### src/rtl/seq_cmp_tracker.sv
// Streaming signed/unsigned magnitude comparator with per-frame gt/eq/lt totals.
// One-cycle registered result beat with valid/ready backpressure and frame abort.
module seq_cmp_tracker #(
    parameter int WIDTH = 4,
    parameter int CNT_W = 8
) (
    input  logic             i_clk,
    input  logic             i_rst_n,
    input  logic [WIDTH-1:0] i_a,
    input  logic [WIDTH-1:0] i_b,
    input  logic             i_mode,
    input  logic             i_last,
    input  logic             i_clear,
    input  logic             i_in_valid,
    output logic             o_in_ready,
    output logic             o_out_valid,
    input  logic             i_out_ready,
    output logic             o_agtb,
    output logic             o_aeqb,
    output logic             o_altb,
    output logic             o_frame_valid,
    output logic [CNT_W-1:0] o_gt_cnt,
    output logic [CNT_W-1:0] o_eq_cnt,
    output logic [CNT_W-1:0] o_lt_cnt
);

    typedef enum logic {IDLE = 1'b0, RUN = 1'b1} state_t;

    state_t r_state;
    state_t w_state_nxt;

    // Saturating increment: holds at all-ones instead of wrapping.
    function automatic logic [CNT_W-1:0] sat_inc(input logic [CNT_W-1:0] cnt, input logic inc);
        if (inc && (cnt != {CNT_W{1'b1}}))
            return cnt + CNT_W'(1);
        return cnt;
    endfunction

    logic signed [WIDTH:0] w_a_ext;
    logic signed [WIDTH:0] w_b_ext;
    logic                  w_gt;
    logic                  w_eq;
    logic                  w_lt;
    logic                  w_in_xfer;
    logic                  w_out_xfer;
    logic [CNT_W-1:0]      w_gt_base;
    logic [CNT_W-1:0]      w_eq_base;
    logic [CNT_W-1:0]      w_lt_base;
    logic [CNT_W-1:0]      w_gt_nxt;
    logic [CNT_W-1:0]      w_eq_nxt;
    logic [CNT_W-1:0]      w_lt_nxt;

    logic [CNT_W-1:0]      r_gt_cnt;
    logic [CNT_W-1:0]      r_eq_cnt;
    logic [CNT_W-1:0]      r_lt_cnt;

    logic                  r_vld_p1;
    logic                  r_agtb_p1;
    logic                  r_aeqb_p1;
    logic                  r_altb_p1;
    logic                  r_fv_p1;
    logic [CNT_W-1:0]      r_gt_tot_p1;
    logic [CNT_W-1:0]      r_eq_tot_p1;
    logic [CNT_W-1:0]      r_lt_tot_p1;

    // One extra bit lets a single signed compare cover both modes.
    assign w_a_ext = {i_mode & i_a[WIDTH-1], i_a};
    assign w_b_ext = {i_mode & i_b[WIDTH-1], i_b};
    assign w_gt    = (w_a_ext > w_b_ext);
    assign w_lt    = (w_a_ext < w_b_ext);
    assign w_eq    = !w_gt && !w_lt;

    assign o_in_ready = (!r_vld_p1 || i_out_ready) && !i_clear;
    assign w_in_xfer  = i_in_valid && o_in_ready;
    assign w_out_xfer = r_vld_p1 && i_out_ready;

    // A frame opened from IDLE always starts counting from zero.
    assign w_gt_base = (r_state == RUN) ? r_gt_cnt : '0;
    assign w_eq_base = (r_state == RUN) ? r_eq_cnt : '0;
    assign w_lt_base = (r_state == RUN) ? r_lt_cnt : '0;
    assign w_gt_nxt  = sat_inc(w_gt_base, w_gt);
    assign w_eq_nxt  = sat_inc(w_eq_base, w_eq);
    assign w_lt_nxt  = sat_inc(w_lt_base, w_lt);

    always_comb begin
        w_state_nxt = r_state;
        if (i_clear)
            w_state_nxt = IDLE;
        else if (w_in_xfer)
            w_state_nxt = i_last ? IDLE : RUN;
    end

    always_ff @(posedge i_clk) begin
        if (!i_rst_n) begin
            r_state  <= IDLE;
            r_gt_cnt <= '0;
            r_eq_cnt <= '0;
            r_lt_cnt <= '0;
        end else begin
            r_state <= w_state_nxt;
            if (i_clear || (w_in_xfer && i_last)) begin
                r_gt_cnt <= '0;
                r_eq_cnt <= '0;
                r_lt_cnt <= '0;
            end else if (w_in_xfer) begin
                r_gt_cnt <= w_gt_nxt;
                r_eq_cnt <= w_eq_nxt;
                r_lt_cnt <= w_lt_nxt;
            end
        end
    end

    // Stage p1: registered result beat
    always_ff @(posedge i_clk) begin
        if (!i_rst_n) begin
            r_vld_p1    <= 1'b0;
            r_agtb_p1   <= 1'b0;
            r_aeqb_p1   <= 1'b0;
            r_altb_p1   <= 1'b0;
            r_fv_p1     <= 1'b0;
            r_gt_tot_p1 <= '0;
            r_eq_tot_p1 <= '0;
            r_lt_tot_p1 <= '0;
        end else if (w_in_xfer) begin
            r_vld_p1    <= 1'b1;
            r_agtb_p1   <= w_gt;
            r_aeqb_p1   <= w_eq;
            r_altb_p1   <= w_lt;
            r_fv_p1     <= i_last;
            r_gt_tot_p1 <= i_last ? w_gt_nxt : '0;
            r_eq_tot_p1 <= i_last ? w_eq_nxt : '0;
            r_lt_tot_p1 <= i_last ? w_lt_nxt : '0;
        end else if (w_out_xfer) begin
            r_vld_p1    <= 1'b0;
            r_agtb_p1   <= 1'b0;
            r_aeqb_p1   <= 1'b0;
            r_altb_p1   <= 1'b0;
            r_fv_p1     <= 1'b0;
            r_gt_tot_p1 <= '0;
            r_eq_tot_p1 <= '0;
            r_lt_tot_p1 <= '0;
        end
    end

    assign o_out_valid   = r_vld_p1;
    assign o_agtb        = r_agtb_p1;
    assign o_aeqb        = r_aeqb_p1;
    assign o_altb        = r_altb_p1;
    assign o_frame_valid = r_fv_p1;
    assign o_gt_cnt      = r_gt_tot_p1;
    assign o_eq_cnt      = r_eq_tot_p1;
    assign o_lt_cnt      = r_lt_tot_p1;

endmodule

### config.mk
export PLATFORM = sky130hd
export DESIGN_NAME = seq_cmp_tracker
export DESIGN_NICKNAME = d
export VERILOG_FILES = /design/src/rtl/seq_cmp_tracker.sv
export SDC_FILE = /design/constraint.sdc
export NUM_CORES = 1
export LEC_CHECK = 0
export CAP_MARGIN = 20
export CELL_PAD_IN_SITES_DETAIL_PLACEMENT = 0
export CELL_PAD_IN_SITES_GLOBAL_PLACEMENT = 1
export CORE_ASPECT_RATIO = 1.4
export CORE_MARGIN = 2
export CORE_UTILIZATION = 40
export CTS_CLUSTER_DIAMETER = 30
export DETAILED_ROUTE_END_ITERATION = 7
export PLACE_DENSITY = 0.79
export REMOVE_ABC_BUFFERS = 1
export SLEW_MARGIN = 0
export SYNTH_ARGS = -nofsm -noshare
export SYNTH_HDL_FRONTEND = slang
export SYNTH_SLANG_ARGS = --single-unit
### constraint.sdc
create_clock -name i_clk -period 3.1 [get_ports i_clk]
set_input_delay 0.62 -clock i_clk [delete_from_list [all_inputs] [get_ports i_clk]]
set_output_delay 0.62 -clock i_clk [all_outputs]
set_load 0.02 [all_outputs]
==> reports/results.ini <==
[cts]
root_buffer = clkbuf_8
clock_sinks = 54
cts_resized = 0
h-tree-depth = 2
cts-buffers-inserted = 5
ctsHoldBuffers = 0
clkLatencyLatePin_ns = 0.31
cts_tree = built
path_clk_slew_ns = 0.10
cts_max_path_buffers = 2
post-cts-setup-buffer-count = 0

[routing]
antenna_left = 0
wl_um = 7375
drc = 0
initialDrtViolationCount = 148
wire_per_inst_um = 14.26
drt_first_pass_iters = 4
vias = 2753
via_per_inst = 5.325

[timing]
setup_viol = 0
rsz0062_at_grt = false
maxSlewViolCount = 0
clock.fmax_ghz = 0.3578
clock_skew_ns = 0.006094
period_needed_ns = 2.795
finalHoldViolations = 0
finalCritPeriodShare = 0.9015
slew_headroom = 0.7112
worstMarginPinSlew_ns = 0.4326

[die]
initial_utilization = 0.4124
rows = 36
die_w_um = 75.70
ios = 45
die-height_um = 104.4
die_area_sq_um = 7902
core-area_sq_um = 6982

[synthesis]
synth_top_area_share = 0.3755
synth_edf_count = 0
synth_area_sq_um = 2879
yosysWarnings = 0
netlist_top_cells_area = dfxtp_1 (38%), nand2_1 (8.2%), o21ai_0 (4.3%)
ys_ff_latch = 54
ys.flop_type = dfxtp_1
async_flop_share = 0
synth_seq_area_share = 0.3755
syn_inst = 359
syn_avg_cell_area_sq_um = 8.020
synth_top_area_cell = dfxtp_1
synth_cell_types = 52

[power_and_ir_drop]
ir_drop_v = 0.0001828
p_leak_uw = 0.001320
powerDensity_nw_per_um2 = 366.1

[worst_hold_path]
hold_class = register to register
hold_depth = 2
min_to = o_gt_cnt[3]
worstHoldStart = o_gt_cnt[3]

[critical_path]
start_kind = input port
cp_num_buf_inv = 3
setup.worst_path.start = i_b[3]
regToRegStartpoint = r_state
r2r_cells = 10
cp_slowest_stage_delay_ns = 0.54
slowest_stage = or4_4
crit_path_frequent_cell = inv_1
crit_chain = clkdlybuf4s50_1, inv_1, ha_1, inv_1, o211ai_2, a31oi_4, or4_4, or3_1, a31oi_1
crit_arrival_ns = 3.04
crit_fanout = 5
cp_top_family = simple AND/OR/NAND/NOR gates
critical_path_class = input port to register
timing.rr.end = r_eq_cnt[4]
r2r_slack_ns = 0.53
required_ns = 3.34
cp-end-kind = register

[finish]
antenna_cells = 0
nNetsFinal = 443
regArea_sq_um = 1081
n_fill_cell = 682
area_growth_pct = 28.60
multi_input_area_sq_um = 1697
postLayoutCellArea_sq_um = 3702
drive_gt1_frac = 0.1066
postLayoutCoreUtil = 0.5303

[placed_design]
port_buffers = 44
dpl_cell_area_sq_um = 3597
gp_congestion = 0.8859
dp_hpwl_um = 5439

[global_routing]
grt_pass1_vias = 2432
grt_antenna_before_repair = 0
grt_pass1_wl_um = 11970
grt_max_degree = 26
grt_usage = 0.1941
overflow = 0

[run_status]
status = finished clean

[run]
cap_violations = 0

==> kinds of logic (layout without fill, tap and decap cells) <==
| group | count (synthesis) | count (layout) | synth area share |
|---|---|---|---|
| flops | 54 | 54 | 0.3755 |
| mux | 7 | 7 | 0.02434 |
| xor+xnor | 18 | 18 | 0.05737 |
| fa+ha+maj | 7 | 7 | 0.03042 |
| compound gates | 83 | 83 | 0.1925 |
| simple gates | 163 | 163 | 0.2847 |
| buf+inv | 27 | 90 | 0.03520 |
==> worst register-to-register path, stage by stage (launching register included) <==
cell and delay (ns):
dfxtp_1 0.60, nand2_1 0.18, inv_1 0.08, ha_1 0.16, nand2_1 0.09, or4_1 0.56
nand3_1 0.26, nor3_1 0.09, buf_4 0.15, o211a_1 0.20, nor3_1 0.13
==> per-layer routing <==
metal	track usage	vias up	share of wire
li1	-	1413	-
met1	0.2696	1268	0.47
met2	0.2981	64	0.47
met3	0.03682	8	0.038
met4	0.06266	0	0.017
met5	0	-	0
==> synth_stat cells (all sizes together), types with 2 or more instances <==
cell type,instances
nand2,64
dfxtp,54
o21ai,25
nand3,24
nor2,17
clkbuf,16
a31oi,14
xnor2,14
a21oi,13
and3,11
inv,10
and2,7
ha,7
mux2i,7
nand4,7
or3,7
nor3,6
a22oi,4
nand2b,4
or4,4
xor2,4
a211oi,3
a21boi,3
nor2b,3
o211ai,3
o22ai,3
a22o,2
a32oi,2
and4,2
nand3b,2
nor4b,2
o31ai,2
o32ai,2
==> stage by stage <==
step	hold slack (ns)	setup TNS [ns]	instances	worst slack, ns	total power, uW
2_1_floorplan	0.4453	0	342	0.3496	827.1
3_3_place_gp	0.4319	0	509	0.02803	925.8
3_5_place_dp	0.4413	-0.02581	509	-0.01745	925.0
4_1_cts	0.4647	0	517	0.2924	1365
5_1_grt	0.4869	0	517	0.1550	1417
6_report	0.4580	0	517	0.3052	1355
==> power breakdown <==
group / switching, uW / internal (uW)
registers: 5.26 / 699
clock network: 241 / 205
logic: 115 / 89.2
total: 361 / 994
==> how the worst max path moves through the flow <==
stage	to	slack [ns]	cells after the start
2_1_floorplan	r_lt_cnt[4]	0.35	8
3_3_place_gp	r_gt_cnt[5]	0.03	10
3_5_place_dp	r_gt_cnt[5]	-0.02	10
4_1_cts	r_gt_cnt[7]	0.29	9
5_1_grt	r_gt_cnt[7]	0.16	9
6_report	r_gt_cnt[7]	0.31	9
==> cell usage in the layout (no fill, tap or decap), types with 10 or more instances in the layout <==
master            n
nand3_1          24
a21oi_1          13
nand2_1          63
xnor2_1          14
and3_1           10
buf_4            27
o21ai_0          25
a31oi_1          13
clkdlybuf4s50_1  44
dfxtp_1          54
nor2_1           17
inv_1            10
==> cell type report <==
class / count / area share
multi-input combinational: 278 / 0.4583
sequential: 54 / 0.2920
timing repair buffer: 72 / 0.1791
tap: 95 / 0.03211
clock buffer: 7 / 0.02602
inverter: 10 / 0.01014
clock inverter: 1 / 0.002366
==> sequential cells by signal, indices dropped and copies added, names as in the netlist, 8 cells and up <==
name	count
r_gt_cnt	8
o_gt_cnt	8
o_lt_cnt	8
r_lt_cnt	8
r_eq_cnt	8
o_eq_cnt	8
Note: power is estimated with default switching activity, not from simulation.
